<file path="src/rtl/udp_tx_pkg.sv">
// udp_tx_pkg: shared types and constants for the UDP/IPv4/Ethernet transmitter.
// Optional build macro: UDP_TX_MIN_PAD_EN adds the PAD state to the FSM encoding.
package udp_tx_pkg;

    typedef enum logic [3:0] {
        ST_IDLE,
        ST_CHKSUM,
        ST_PREAMBLE,
        ST_ETH_HDR,
        ST_IP_HDR,
        ST_UDP_HDR,
        ST_PAYLOAD,
`ifdef UDP_TX_MIN_PAD_EN
        ST_PAD,
`endif
        ST_FCS,
        ST_IFG
    } tx_state_t;

    localparam logic [15:0] ETH_TYPE_IPV4 = 16'h0800;
    localparam logic [7:0]  IP_PROTO_UDP  = 8'h11;
    localparam logic [7:0]  IP_TTL        = 8'h40;
    localparam logic [7:0]  PREAMBLE_BYTE = 8'h55;
    localparam logic [7:0]  SFD_BYTE      = 8'hD5;
    localparam logic [31:0] CRC_INIT      = 32'hFFFF_FFFF;
    localparam logic [31:0] CRC_POLY      = 32'hEDB8_8320;
    localparam logic [15:0] HDR_OVERHEAD  = 16'd28;
    localparam logic [15:0] IP_HDR_LEN    = 16'd20;
    localparam logic [15:0] ETH_HDR_LEN   = 16'd14;
    localparam logic [15:0] MIN_FRAME     = 16'd60;

    // Two carry folds are enough: ten 16-bit words never exceed 20 bits.
    function automatic logic [15:0] csum_fold(input logic [31:0] sum);
        logic [16:0] t;
        t = {1'b0, sum[15:0]} + {1'b0, sum[31:16]};
        return ~(t[15:0] + {15'd0, t[16]});
    endfunction

endpackage

</file>
<file path="src/rtl/udp_tx_crc32.sv">
// crc32_d8: byte-wide reflected CRC32 (IEEE) next-state logic plus its register.
module crc32_d8
    import udp_tx_pkg::*;
(
    input  logic        clk,
    input  logic        rst_n,
    input  logic        clr,
    input  logic        en,
    input  logic [7:0]  d,
    output logic [31:0] crc
);

    logic [31:0] r_crc;
    logic [31:0] w_next;

    // Eight LSB-first shift steps of the reflected polynomial for one byte.
    always_comb begin
        w_next = r_crc ^ {24'd0, d};
        for (int unsigned i = 0; i < 8; i++) begin
            w_next = w_next[0] ? ((w_next >> 1) ^ CRC_POLY) : (w_next >> 1);
        end
    end

    // CRC accumulator: cleared before each frame, advanced on covered bytes.
    always_ff @(posedge clk or negedge rst_n) begin
        if (!rst_n) begin
            r_crc <= CRC_INIT;
        end else if (clr) begin
            r_crc <= CRC_INIT;
        end else if (en) begin
            r_crc <= w_next;
        end
    end

    assign crc = r_crc;

endmodule

</file>
<file path="src/rtl/udp_tx.sv">
// udp_tx: builds an Ethernet II / IPv4 / UDP frame and drives GMII TX.
// Optional build macro: UDP_TX_MIN_PAD_EN pads short frames to 60 bytes before FCS.
module udp_tx
    import udp_tx_pkg::*;
#(
    parameter logic [47:0] BOARD_MAC  = 48'h00_11_22_33_44_55,
    parameter logic [31:0] BOARD_IP   = 32'hC0A8_0164,
    parameter logic [15:0] SRC_PORT   = 16'd1234,
    parameter logic [15:0] DES_PORT   = 16'd1234,
    parameter int unsigned IFG_CYCLES = 12
) (
    input  logic        gmii_clk,
    input  logic        rst_n,
    input  logic        tx_start,
    input  logic [15:0] ip_data_len,
    input  logic [47:0] des_mac,
    input  logic [31:0] des_ip,
    input  logic [7:0]  tx_data,
    output logic        tx_req,
    output logic        busy,
    output logic        tx_done,
    output logic        gmii_tx_en,
    output logic [7:0]  gmii_txd
);

    tx_state_t   r_state;
    logic [15:0] r_cnt;
    logic [15:0] r_ip_len;
    logic [47:0] r_des_mac;
    logic [31:0] r_des_ip;
    logic [15:0] r_ip_id;
    logic [31:0] r_sum;
    logic [15:0] r_ip_csum;
    logic        r_tx_req;
    logic        r_busy;
    logic        r_tx_done;
    logic        r_tx_en;
    logic [7:0]  r_txd;

    logic [15:0]       w_pay_len;
    logic [15:0]       w_udp_len;
    logic [31:0]       w_sum;
    logic [13:0][7:0]  w_eth;
    logic [19:0][7:0]  w_ip;
    logic [7:0][7:0]   w_udp;
    logic [3:0][7:0]   w_fcs;
    logic [31:0]       w_crc;
    logic [7:0]        w_byte;
    logic              w_en;
    logic              w_crc_en;
    logic              w_crc_clr;
`ifdef UDP_TX_MIN_PAD_EN
    logic [15:0]       w_pad_len;
    assign w_pad_len = MIN_FRAME - ETH_HDR_LEN - r_ip_len;
`endif

    assign w_pay_len = r_ip_len - HDR_OVERHEAD;
    assign w_udp_len = r_ip_len - IP_HDR_LEN;
    assign w_eth     = {r_des_mac, BOARD_MAC, ETH_TYPE_IPV4};
    assign w_ip      = {8'h45, 8'h00, r_ip_len, r_ip_id, 16'h4000, IP_TTL, IP_PROTO_UDP,
                        r_ip_csum, BOARD_IP, r_des_ip};
    assign w_udp     = {SRC_PORT, DES_PORT, w_udp_len, 16'h0000};
    assign w_fcs     = ~w_crc;
    assign w_crc_clr = (r_state == ST_CHKSUM);
    assign w_sum     = 32'h4500 + {16'd0, r_ip_len} + {16'd0, r_ip_id} + 32'h4000
                     + {16'd0, IP_TTL, IP_PROTO_UDP}
                     + {16'd0, BOARD_IP[31:16]} + {16'd0, BOARD_IP[15:0]}
                     + {16'd0, r_des_ip[31:16]} + {16'd0, r_des_ip[15:0]};

    // Select the byte the GMII register loads next and whether the CRC covers it.
    always_comb begin
        w_byte   = '0;
        w_en     = 1'b0;
        w_crc_en = 1'b0;
        unique case (r_state)
            ST_PREAMBLE: begin
                w_en   = 1'b1;
                w_byte = (r_cnt == 16'd7) ? SFD_BYTE : PREAMBLE_BYTE;
            end
            ST_ETH_HDR: begin
                w_en     = 1'b1;
                w_crc_en = 1'b1;
                w_byte   = w_eth[4'd13 - r_cnt[3:0]];
            end
            ST_IP_HDR: begin
                w_en     = 1'b1;
                w_crc_en = 1'b1;
                w_byte   = w_ip[5'd19 - r_cnt[4:0]];
            end
            ST_UDP_HDR: begin
                w_en     = 1'b1;
                w_crc_en = 1'b1;
                w_byte   = w_udp[3'd7 - r_cnt[2:0]];
            end
            ST_PAYLOAD: begin
                w_en     = 1'b1;
                w_crc_en = 1'b1;
                w_byte   = tx_data;
            end
`ifdef UDP_TX_MIN_PAD_EN
            ST_PAD: begin
                w_en     = 1'b1;
                w_crc_en = 1'b1;
            end
`endif
            ST_FCS: begin
                w_en   = 1'b1;
                w_byte = w_fcs[r_cnt[1:0]];
            end
            default: ;
        endcase
    end

    // Frame sequencer with registered GMII, request, busy and done outputs.
    // tx_req is issued one state ahead so upstream data lands exactly when the
    // payload byte is loaded, keeping payload contiguous with the UDP header.
    always_ff @(posedge gmii_clk or negedge rst_n) begin
        if (!rst_n) begin
            r_state   <= ST_IDLE;
            r_cnt     <= '0;
            r_ip_len  <= '0;
            r_des_mac <= '0;
            r_des_ip  <= '0;
            r_ip_id   <= '0;
            r_sum     <= '0;
            r_ip_csum <= '0;
            r_tx_req  <= 1'b0;
            r_busy    <= 1'b0;
            r_tx_done <= 1'b0;
            r_tx_en   <= 1'b0;
            r_txd     <= '0;
        end else begin
            r_txd     <= w_byte;
            r_tx_en   <= w_en;
            r_tx_done <= 1'b0;
            r_tx_req  <= 1'b0;
            unique case (r_state)
                ST_IDLE: begin
                    if (tx_start && (ip_data_len >= HDR_OVERHEAD + 16'd1)) begin
                        r_ip_len  <= ip_data_len;
                        r_des_mac <= des_mac;
                        r_des_ip  <= des_ip;
                        r_busy    <= 1'b1;
                        r_cnt     <= '0;
                        r_state   <= ST_CHKSUM;
                    end
                end
                ST_CHKSUM: begin
                    if (r_cnt == 16'd0) begin
                        r_sum <= w_sum;
                        r_cnt <= 16'd1;
                    end else begin
                        r_ip_csum <= csum_fold(r_sum);
                        r_cnt     <= '0;
                        r_state   <= ST_PREAMBLE;
                    end
                end
                ST_PREAMBLE: begin
                    if (r_cnt == 16'd7) begin
                        r_cnt   <= '0;
                        r_state <= ST_ETH_HDR;
                    end else begin
                        r_cnt <= r_cnt + 16'd1;
                    end
                end
                ST_ETH_HDR: begin
                    if (r_cnt == 16'd13) begin
                        r_cnt   <= '0;
                        r_state <= ST_IP_HDR;
                    end else begin
                        r_cnt <= r_cnt + 16'd1;
                    end
                end
                ST_IP_HDR: begin
                    if (r_cnt == 16'd19) begin
                        r_cnt   <= '0;
                        r_state <= ST_UDP_HDR;
                    end else begin
                        r_cnt <= r_cnt + 16'd1;
                    end
                end
                ST_UDP_HDR: begin
                    if (r_cnt == 16'd6) begin
                        r_tx_req <= 1'b1;
                    end
                    if (r_cnt == 16'd7) begin
                        r_tx_req <= (w_pay_len > 16'd1);
                        r_cnt    <= '0;
                        r_state  <= ST_PAYLOAD;
                    end else begin
                        r_cnt <= r_cnt + 16'd1;
                    end
                end
                ST_PAYLOAD: begin
                    r_tx_req <= (r_cnt + 16'd2 < w_pay_len);
                    if (r_cnt == w_pay_len - 16'd1) begin
                        r_cnt <= '0;
`ifdef UDP_TX_MIN_PAD_EN
                        r_state <= (r_ip_len < MIN_FRAME - ETH_HDR_LEN) ? ST_PAD : ST_FCS;
`else
                        r_state <= ST_FCS;
`endif
                    end else begin
                        r_cnt <= r_cnt + 16'd1;
                    end
                end
`ifdef UDP_TX_MIN_PAD_EN
                ST_PAD: begin
                    if (r_cnt == w_pad_len - 16'd1) begin
                        r_cnt   <= '0;
                        r_state <= ST_FCS;
                    end else begin
                        r_cnt <= r_cnt + 16'd1;
                    end
                end
`endif
                ST_FCS: begin
                    if (r_cnt == 16'd3) begin
                        r_tx_done <= 1'b1;
                        r_ip_id   <= r_ip_id + 16'd1;
                        r_cnt     <= '0;
                        r_state   <= ST_IFG;
                    end else begin
                        r_cnt <= r_cnt + 16'd1;
                    end
                end
                ST_IFG: begin
                    if (r_cnt == 16'(IFG_CYCLES - 1)) begin
                        r_busy  <= 1'b0;
                        r_cnt   <= '0;
                        r_state <= ST_IDLE;
                    end else begin
                        r_cnt <= r_cnt + 16'd1;
                    end
                end
                default: r_state <= ST_IDLE;
            endcase
        end
    end

    crc32_d8 u_crc (
        .clk   (gmii_clk),
        .rst_n (rst_n),
        .clr   (w_crc_clr),
        .en    (w_crc_en),
        .d     (w_byte),
        .crc   (w_crc)
    );

    assign tx_req     = r_tx_req;
    assign busy       = r_busy;
    assign tx_done    = r_tx_done;
    assign gmii_tx_en = r_tx_en;
    assign gmii_txd   = r_txd;

endmodule

</file>
<file path="config.mk">
export PLATFORM = sky130hd
export DESIGN_NAME = udp_tx
export DESIGN_NICKNAME = d
export VERILOG_FILES = /design/src/rtl/udp_tx_pkg.sv /design/src/rtl/udp_tx_crc32.sv /design/src/rtl/udp_tx.sv
export SDC_FILE = /design/constraint.sdc
export NUM_CORES = 1
export LEC_CHECK = 0
export BUFFER_PORTS_ARGS = -buffer_cell sky130_fd_sc_hd__buf_2
export CORE_ASPECT_RATIO = 2
export CORE_UTILIZATION = 45
export CTS_BUF_LIST = sky130_fd_sc_hd__clkbuf_8
export DETAILED_ROUTE_END_ITERATION = 12
export SYNTH_ARGS = -nofsm -noshare
export SYNTH_HDL_FRONTEND = slang
export SYNTH_SLANG_ARGS = --single-unit
</file>
<file path="constraint.sdc">
create_clock -name gmii_clk -period 5.72 [get_ports gmii_clk]
set_input_delay 0.858 -clock gmii_clk [delete_from_list [all_inputs] [get_ports gmii_clk]]
set_output_delay 0.858 -clock gmii_clk [all_outputs]
set_load 0.01 [all_outputs]
</file>
==> results_dict.tcl, run 1 <==
set metrics [dict create \
    outcome "finished clean" \
    min_path_type "in -> async" \
    avgSynthCellArea_sq_um 10.6 \
    synth_edf_count 0 \
    power_mw 5.24 \
    max_slew_margin_pct 23.4 \
    utilization_pct 50.4 \
    slowest_stage "dfrtp_1" \
    drc 0 \
    grt_use_met2_pct 51.8 \
    detail_route.wl_per_cell_um 22.5 \
    cts-root-buf "clkbuf_8" \
    grt_remaining_overflow 0 \
    synth_top_cell_area_share_pct 29.6 \
    synthDistinctLibCells 101 \
    syn2layout_area_growth_pct 9.81 \
    worst_ep_required_time_ps 6160 \
    dr.pass1.iters 5 \
    cts_max_path_buffers 3 \
    clkSinkCount 211 \
    synth-seq-cells 211 \
    grt_util_met3_pct 2.94 \
    worst_pin_slew_ps 1140 \
    synth_fp_nets 1647 \
    p_per_area_nw_per_um2 315 \
    post_cts_resized 0 \
    portBuffers 118 \
    grt_max_degree 106 \
    seq_area_frac_synth_pct 35.1 \
    rsz0062_at_grt "no" \
    synth-main-ff-cell "dfrtp_1" \
    die_w_um 132 \
    start_util_pct 45.9 \
    grt_pass1_vias 11779 \
    ir_drop_uv 291 \
    cts_tree "built" \
    hold_viol 0 \
    finalCriticalPeriod_ps 4490 \
    setup_viol 0 \
    syn_inst 1436 \
    drv_slew 0 \
    final_common_cell "dfrtp_1" \
    top_usage_layer "met2" \
    grt.total_usage_pct 26.6 \
    wl_mm 44.7 \
    drtIter0Drc 606 \
    crit_type "reg -> reg" \
    ys_async_sr_fraction_pct 100 \
    cp_max_fo 13 \
    io_pins 119 \
    num-nets-final 1735 \
    place_hpwl_mm 34.4 \
    yosys-top-cells-area "dfrtp_1, mux2_2, xnor2_1, ha_1, dfstp_2" \
    numCtsBuffers 36 \
    cp-end-kind "register" \
    cp_slowest_stage_delay_ps 610 \
    antenna_found_initial 4 \
    tns_ps 0 \
    maxCapViolations 0 \
    mostFrequentLayoutCells "dfrtp_1, buf_2, mux2_2" \
    cts_hold_buf 0 \
    crit_chain "inv_1 > ha_1 > inv_1 > fa_1 > fa_1 > ha_1 > a21o_1 > a21o_1 > a21o_1 > a21oi_1 > o21ba_2 > o211ai_1 > o311a_1 > a211o_1 > a21oi_1 > xnor2_1 > o21ai_0" \
    ant_nets 0 \
    skew_ps 31.5 \
    gp_congestion 0.966 \
    viasPerCell 5.75 \
    ys_warn_count 0 \
    synth_area_leader_cell "dfrtp_1" \
    max_freq_mhz 223 \
    p_leak_nw 7.76 \
    grt_pass1_wl_mm 69.0 \
    die_height_um 262 \
    synth_area_sq_um 15200 \
    path_delay_family "compound AO/OA/AOI/OAI gates" \
    cpMostUsedCell "a21o_1" \
    die_area_sq_um 34500 \
    coreArea_sq_um 33000 \
    num_rows 94 \
    cp-start-kind "register" \
    post_cts.repair.setup_buffers 0 \
    period_share_pct 78.4 \
    h-tree-depth 2 \
    arrival_ps 4920 \
    clk_pin_slew_ps 70 \
    use_met1_pct 26.8 \
    vias 11393 \
    clock_latency_ps 580 \
    critPathBufInv 2 \
    drive_gt1_share_pct 26.4 \
]
## sequential cells by signal, indices dropped and copies added, names as in the netlist, 4 cells and up
signal / count
r_ip_csum: 16
r_state: 4
r_des_ip: 32
r_ip_len: 16
u_crc.crc: 32
r_sum: 19
r_cnt: 16
gmii_txd: 8
r_ip_id: 16
r_des_mac: 48
## cell usage after synthesis (all sizes together) (7+ instances only)
| cell | n |
|---|---|
| nand3 | 38 |
| dfstp | 32 |
| a22o | 10 |
| nand2 | 109 |
| dfrtp | 179 |
| nand4 | 21 |
| mux2i | 21 |
| and2 | 9 |
| a21oi | 62 |
| ha | 72 |
| nor2 | 56 |
| nor3 | 52 |
| a31oi | 13 |
| o211ai | 13 |
| mux2 | 118 |
| xor2 | 56 |
| o21a | 8 |
| a21o | 14 |
| clkbuf | 48 |
| mux4 | 19 |
| a22oi | 7 |
| nor2b | 12 |
| or2 | 7 |
| xnor2 | 124 |
| o21ai | 69 |
| nand2b | 11 |
| nor4 | 11 |
| and3 | 21 |
| inv | 53 |
| buf | 35 |
| fa | 32 |
## final timing paths
check / slack [ps] / startpoint / cells past startpoint / to
min in group gmii_clk: 480 / r_ip_csum[9] / 2 / r_ip_csum[9]
min: 370 / rst_n / 1 / r_cnt[13]
max reg2reg: 1230 / r_ip_len[2] / 17 / r_sum[16]
max in group asynchronous: 4020 / rst_n / 2 / r_des_mac[6]
max: 1230 / r_ip_len[2] / 17 / r_sum[16]
min reg2reg: 480 / r_ip_csum[9] / 2 / r_ip_csum[9]
## metal layers
metal	vias up	wire [um]
met3	123	1260
met4	0	2770
li1	5306	-
met5	-	0
met1	5681	15500
met2	283	25200
## stage by stage
stage          worst slack, ps  cell area (sq um)  instances  hold WS [ps]
6_report                  1230              16600       1983           366
5_1_grt                    923              16600       1983           433
4_1_cts                   1230              16600       1979           398
3_5_place_dp              1260              15900       1918           473
3_3_place_gp              1280              15900       1918           466
2_1_floorplan             1630              15200       1436           443
## layout make-up
| class | instances | area (sq um) |
|---|---|---|
| diodes | 4 | 10.0 |
| fillers | 3049 | 16400 |
| clock buffers | 44 | 606 |
| inverters | 53 | 199 |
| flip-flops and latches | 211 | 5330 |
| well taps | 432 | 541 |
| repair buffers | 133 | 713 |
| multi-input cells | 1089 | 9120 |
| clock inverters | 17 | 131 |
## logic make-up after synthesis
family                   Yosys count  synth area share [%]
AND/OR/NAND/NOR                  382                  13.3
AO/OA/AOI/OAI                    263                  11.5
flip-flops                       211                  35.1
XOR/XNOR                         182                  12.0
multiplexers                     158                  13.0
buffers and inverters            136                  4.87
adder cells (fa/ha/maj)          104                  10.2
## report_power, final
part	switching (mW)	leakage [nW]	internal [mW]	total [mW]
Clock	0.663	0.416	0.787	1.45
Sequential	0.148	2.77	1.78	1.93
Combinational	0.877	4.57	0.983	1.86
Total	1.69	7.76	3.55	5.24
(Power assumes the default switching activity.)
==> run 2: changes to the inputs <==
--- a/config.mk
+++ b/config.mk
@@ -10,6 +10,7 @@
 export CORE_UTILIZATION = 45
 export CTS_BUF_LIST = sky130_fd_sc_hd__clkbuf_8
 export DETAILED_ROUTE_END_ITERATION = 12
+export PLACE_DENSITY = 0.65
 export SYNTH_ARGS = -nofsm -noshare
 export SYNTH_HDL_FRONTEND = slang
 export SYNTH_SLANG_ARGS = --single-unit
==> constraint.sdc (replaced) <==
create_clock -name gmii_clk -period 3.89 [get_ports gmii_clk]
set_input_delay 0.5835 -clock gmii_clk [delete_from_list [all_inputs] [get_ports gmii_clk]]
set_output_delay 0.5835 -clock gmii_clk [all_outputs]
set_load 0.01 [all_outputs]
==> run 2 against run 1 <==
  * The run now ends with setup timing left
  * Count of clock-buffer cells in the layout decreased by 3
  * Clock power increased by 31%
  * Final cell count increased by 4.3%
  * Non-clock buffer count increased by 88
  * Sequential share of layout area decreased by 1.4 points
  * Cell area increased by 4.7%
  * Sequential cell count unchanged
==> results_dict.tcl, run 2 (synthesized netlist as in run 1, its figures left out) <==
set metrics [dict create \
    num_rows 94 \
    final_common_cell "dfrtp_1" \
    ir_drop_uv 449 \
    dr_wl_met2_mm 25.3 \
    place_hpwl_mm 36.1 \
    gp_congestion 0.977 \
    period_share_pct 102 \
    crit_type "reg -> reg" \
    io_pins 119 \
    drtIter0Drc 672 \
    die_w_um 132 \
    grt_pass1_vias 12646 \
    cts-root-buf "clkbuf_8" \
    detail_route.wl_per_cell_um 22.2 \
    coreArea_sq_um 33000 \
    grt_pass1_wl_mm 70.6 \
    vias 11765 \
    largest_reg_flops 48 \
    worst_pin_slew_ps 833 \
    p_leak_nw 8.19 \
    die_area_sq_um 34500 \
    cp-start-kind "register" \
    final_area_sq_um 17400 \
    viasPerCell 5.69 \
    cp_max_fo 3 \
    grt.total_usage_pct 27.2 \
    num-nets-final 1822 \
    die_height_um 262 \
    n_fill_cell 2965 \
    regMostFlops "r_des_mac" \
    arrival_ps 4370 \
    min_path_type "in -> async" \
    cp-end-kind "register" \
    wl_mm 45.9 \
    antenna_found_initial 5 \
    clkSinkCount 211 \
    place_area_sq_um 16600 \
    cts_hold_buf 0 \
    max_freq_mhz 253 \
    worst_ep_required_time_ps 4300 \
    setup_viol 4 \
    syn2layout_area_growth_pct 14.9 \
    wl_met3_mm 1.26 \
    skew_ps 11.6 \
    maxCapViolations 0 \
    drc 0 \
    dp_cells 2003 \
    portBuffers 118 \
    wl_met1_mm 15.5 \
    max_slew_margin_pct 44.5 \
    outcome "complete, but fails checks" \
    ant_nets 0 \
    drive_gt1_share_pct 31.4 \
    stdcell_count 2069 \
    failed_checks "setup timing" \
    cts_max_path_buffers 3 \
    finalCriticalPeriod_ps 3950 \
    regToRegStartpoint "r_des_ip[17]" \
    clock_latency_ps 550 \
    power_mw 7.72 \
    mostFrequentLayoutCells "dfrtp_1, buf_2, mux2_2" \
    hold_viol 0 \
    start_util_pct 45.9 \
    grt_remaining_overflow 0 \
    highest_layer "met4" \
    h-tree-depth 2 \
    cp-startpoint "r_des_ip[17]" \
    fin_ws_ps -63.0 \
    cts_tree "built" \
    drv_slew 0 \
    grt_max_degree 130 \
    numCtsBuffers 35 \
    p_per_area_nw_per_um2 443 \
    rsz0062_at_grt "yes" \
    clk_pin_slew_ps 60 \
    dr.pass1.iters 5 \
]
run 2: metal layers:
metal  up-vias  global-route usage [%]
li1       5477                       -
met1      5802                    26.1
met2       317                    52.2
met3       169                    3.12
met4         0                    21.3
met5         -                       0
run 2: per-stage QoR:
stage | hold slack [ps] | utilization (%) | worst slack (ps) | setup TNS (ps)
after global routing | 75.1 | 52.7 | -233 | -1080
after global placement | 462 | 50.3 | -81.0 | -186
after floorplan | 288 | - | -16.7 | -16.7
after CTS | 41.1 | 52.4 | -106 | -269
after detailed placement | 471 | 50.3 | -204 | -639
final | 38.5 | 52.7 | -63.0 | -161
run 2: worst max-delay path, cell delays in order, from the launching register on:
cell	delay, ps
dfrtp_1	400
fa_2	400
fa_1	500
fa_1	440
ha_1	310
a21o_1	160
a21o_1	180
a21o_1	190
a21oi_2	170
o21ba_4	150
o211ai_1	100
o311a_1	160
a211o_1	290
a21oi_2	150
xnor2_1	130
o21ai_1	80
run 2: path summary, 6_finish.rpt:
check | endpoint | slack (ps) | depth (start not counted)
setup / recovery | r_sum[16] | -60 | 15
hold / removal | r_des_ip[15] | 40 | 2
setup reg to reg | r_sum[16] | -60 | 15
hold reg to reg | r_ip_csum[12] | 480 | 2
max in group asynchronous | r_des_mac[38] | 3140 | 2
min in group gmii_clk | r_des_ip[20] | 260 | 2
run 2: power by group:
part           switching, mW  internal [mW]  total [mW]
combinational           1.36           1.63        2.99
sequential             0.214           2.62        2.83
clock                  0.941          0.958        1.90
total                   2.51           5.20        7.72
run 2: timing repair:
| action | in CTS | in global routing |
|---|---|---|
| pin swaps | 9 | 5 |
| resized for setup | 9 | 12 |
| endpoints found under the setup margin | 5 | 26 |
| buffers inserted | 1 | 2 |
| hold endpoints to repair | 0 | 0 |
| cloned | 0 | 0 |
run 2: cell type report:
type	count	area [sq um]	area share [%]
multi-input combinational	1089	9250	53.1
sequential	211	5330	30.6
timing repair buffer	221	1450	8.34
clock buffer	41	564	3.24
tap	432	541	3.10
inverter	53	199	1.14
clock inverter	17	78.8	0.452
antenna	5	12.5	0.0718
==> run 3: changes to the inputs <==
--- a/config.mk
+++ b/config.mk
@@ -6,11 +6,13 @@
 export NUM_CORES = 1
 export LEC_CHECK = 0
 export BUFFER_PORTS_ARGS = -buffer_cell sky130_fd_sc_hd__buf_2
+export CELL_PAD_IN_SITES_DETAIL_PLACEMENT = 1
+export CELL_PAD_IN_SITES_GLOBAL_PLACEMENT = 1
 export CORE_ASPECT_RATIO = 2
 export CORE_UTILIZATION = 45
 export CTS_BUF_LIST = sky130_fd_sc_hd__clkbuf_8
 export DETAILED_ROUTE_END_ITERATION = 12
-export PLACE_DENSITY = 0.65
+export PLACE_DENSITY_LB_ADDON = 0.1
 export SYNTH_ARGS = -nofsm -noshare
 export SYNTH_HDL_FRONTEND = slang
 export SYNTH_SLANG_ARGS = --single-unit
==> run 3 against run 2 <==
  * The flow still finishes with violations (setup timing)
  * Count of clock-buffer cells in the layout grew 2
  * Critical path depth grew 4
  * Fmax shrank 2.7%
  * Via count grew 2.6%
  * Power grew 3.0%
  * Sequential cell count is the same
  * Global-route usage grew 3.1 points
  * Largest cell class unchanged
==> results_dict.tcl, run 3 (synthesized netlist as in run 1, its figures left out) <==
set metrics [dict create \
    cp_max_fo 2 \
    drv_slew 0 \
    fin_ws_ps -173 \
    detail_route.wl_per_cell_um 24.4 \
    largest_reg_flops 48 \
    max_slew_margin_pct 36.8 \
    clk_pin_slew_ps 60 \
    cts_max_path_buffers 3 \
    die_w_um 132 \
    cp-end-kind "register" \
    internal_power_mw 5.33 \
    mostFrequentLayoutCells "dfrtp_1, buf_4, buf_2" \
    dr.pass1.iters 5 \
    maxCapViolations 0 \
    wl_mm 51.2 \
    n_fill_cell 3679 \
    die_area_sq_um 34500 \
    min_path_type "in -> reg" \
    preCtsSetupSlack_ps -227 \
    die_height_um 262 \
    ff_latch_area_sq_um 5330 \
    tns_ps -615 \
    io_pins 119 \
    arrival_ps 4480 \
    syn2layout_area_growth_pct 16.9 \
    multi_input_area_sq_um 9270 \
    gp_congestion 0.900 \
    p_leak_nw 8.36 \
    vias 12072 \
    cts-root-buf "clkbuf_8" \
    p_sw_share_pct 33.0 \
    skew_ps 30.9 \
    antenna_found_initial 7 \
    clock_latency_ps 560 \
    power_mw 7.95 \
    place_hpwl_mm 39.7 \
    regMostFlops "r_des_mac" \
    num-nets-final 1849 \
    seq_power_share_pct 35.7 \
    ant_nets 0 \
    grt_remaining_overflow 0 \
    finalCriticalPeriod_ps 4060 \
    cp-start-kind "register" \
    portBuffers 118 \
    max_freq_mhz 246 \
    drtIter0Drc 614 \
    ir_drop_uv 642 \
    grt_pass1_wl_mm 77.8 \
    numCtsBuffers 35 \
    final_common_cell "dfrtp_1" \
    hold_viol 0 \
    grt_pass1_vias 13397 \
    rsz0062_at_grt "yes" \
    drc 0 \
    clkPwrFrac_pct 25.4 \
    outcome "complete, but fails checks" \
    pwr-share-comb_pct 38.9 \
    num_rows 94 \
    period_share_pct 104 \
    p_sw_mw 2.63 \
    clkSinkCount 211 \
    setup_viol 6 \
    coreArea_sq_um 33000 \
    grt_max_degree 79 \
    crit_type "reg -> reg" \
    p_per_area_nw_per_um2 449 \
    start_util_pct 45.9 \
    utilization_pct 53.6 \
    grt.total_usage_pct 30.3 \
    cts_tree "built" \
    failed_checks "setup timing" \
    worst_ep_required_time_ps 4310 \
    h-tree-depth 2 \
    worst_pin_slew_ps 942 \
    viasPerCell 5.74 \
    drive_gt1_share_pct 32.5 \
]
## run 3: final timing paths
path | slack (ps) | cells past startpoint | to | startpoint
hold / removal | 250 | 2 | r_des_ip[26] | des_ip[26]
min in group asynchronous | 590 | 2 | r_cnt[15] | rst_n
hold reg to reg | 480 | 2 | r_ip_csum[15] | r_ip_csum[15]
max in group asynchronous | 2410 | 3 | u_crc.crc[25] | rst_n
setup reg to reg | -170 | 19 | r_sum[6] | r_ip_len[1]
setup / recovery | -170 | 19 | r_sum[6] | r_ip_len[1]
## run 3: power by group through the flow
| stage | Sequential [mW] | Clock, mW | Combinational, mW |
|---|---|---|---|
| after floorplan | 2.80 | 0 | 2.27 |
| after global placement | 2.86 | 0 | 3.00 |
| after detailed placement | 2.87 | 0 | 3.09 |
| after CTS | 2.84 | 2.09 | 3.11 |
| after global routing | 2.86 | 2.16 | 3.35 |
| final | 2.84 | 2.02 | 3.09 |
## run 3: area by class of cell
| cell class | count | area share [%] |
|---|---|---|
| sequential | 211 | 30.1 |
| timing repair buffer | 248 | 9.38 |
| inverter | 53 | 1.12 |
| clock buffer | 43 | 3.34 |
| tap | 432 | 3.05 |
| multi-input combinational | 1089 | 52.3 |
| antenna | 7 | 0.0989 |
| clock inverter | 20 | 0.614 |
## run 3: worst max-delay path, stage by stage (launching register included)
cell	delay, ps
dfrtp_1	410
fa_2	400
fa_1	520
fa_2	490
ha_4	290
a21o_1	100
a21o_1	130
a21o_1	160
a21oi_2	80
buf_4	130
buf_4	120
buf_4	120
buf_4	130
buf_4	120
buf_4	120
buf_4	120
buf_4	120
buf_4	140
xnor2_4	140
o21ai_1	80
## run 3: repair_timing
item | in CTS | in global routing
pin swaps | 17 | 19
resized for setup | 17 | 11
buffers inserted | 10 | 10
hold buffers | 1 | 0
setup endpoints to repair | 6 | 17
endpoints found under the hold margin | 23 | 0
## run 3: metrics by stage
step | std cells | hold slack, ps | area, sq um
finish | 2103 | 253 | 17700
global placement | 2013 | 454 | 16700
CTS | 2087 | 216 | 17600
detailed placement | 2013 | 470 | 16700
floorplan | 1436 | 288 | 15200
global route | 2103 | 242 | 17700
## run 3: routing by layer
metal	track usage [%]	routed length [um]
met5	0	0
met2	58.9	28800
met3	2.92	1230
met4	23.4	4190
met1	29.0	17000
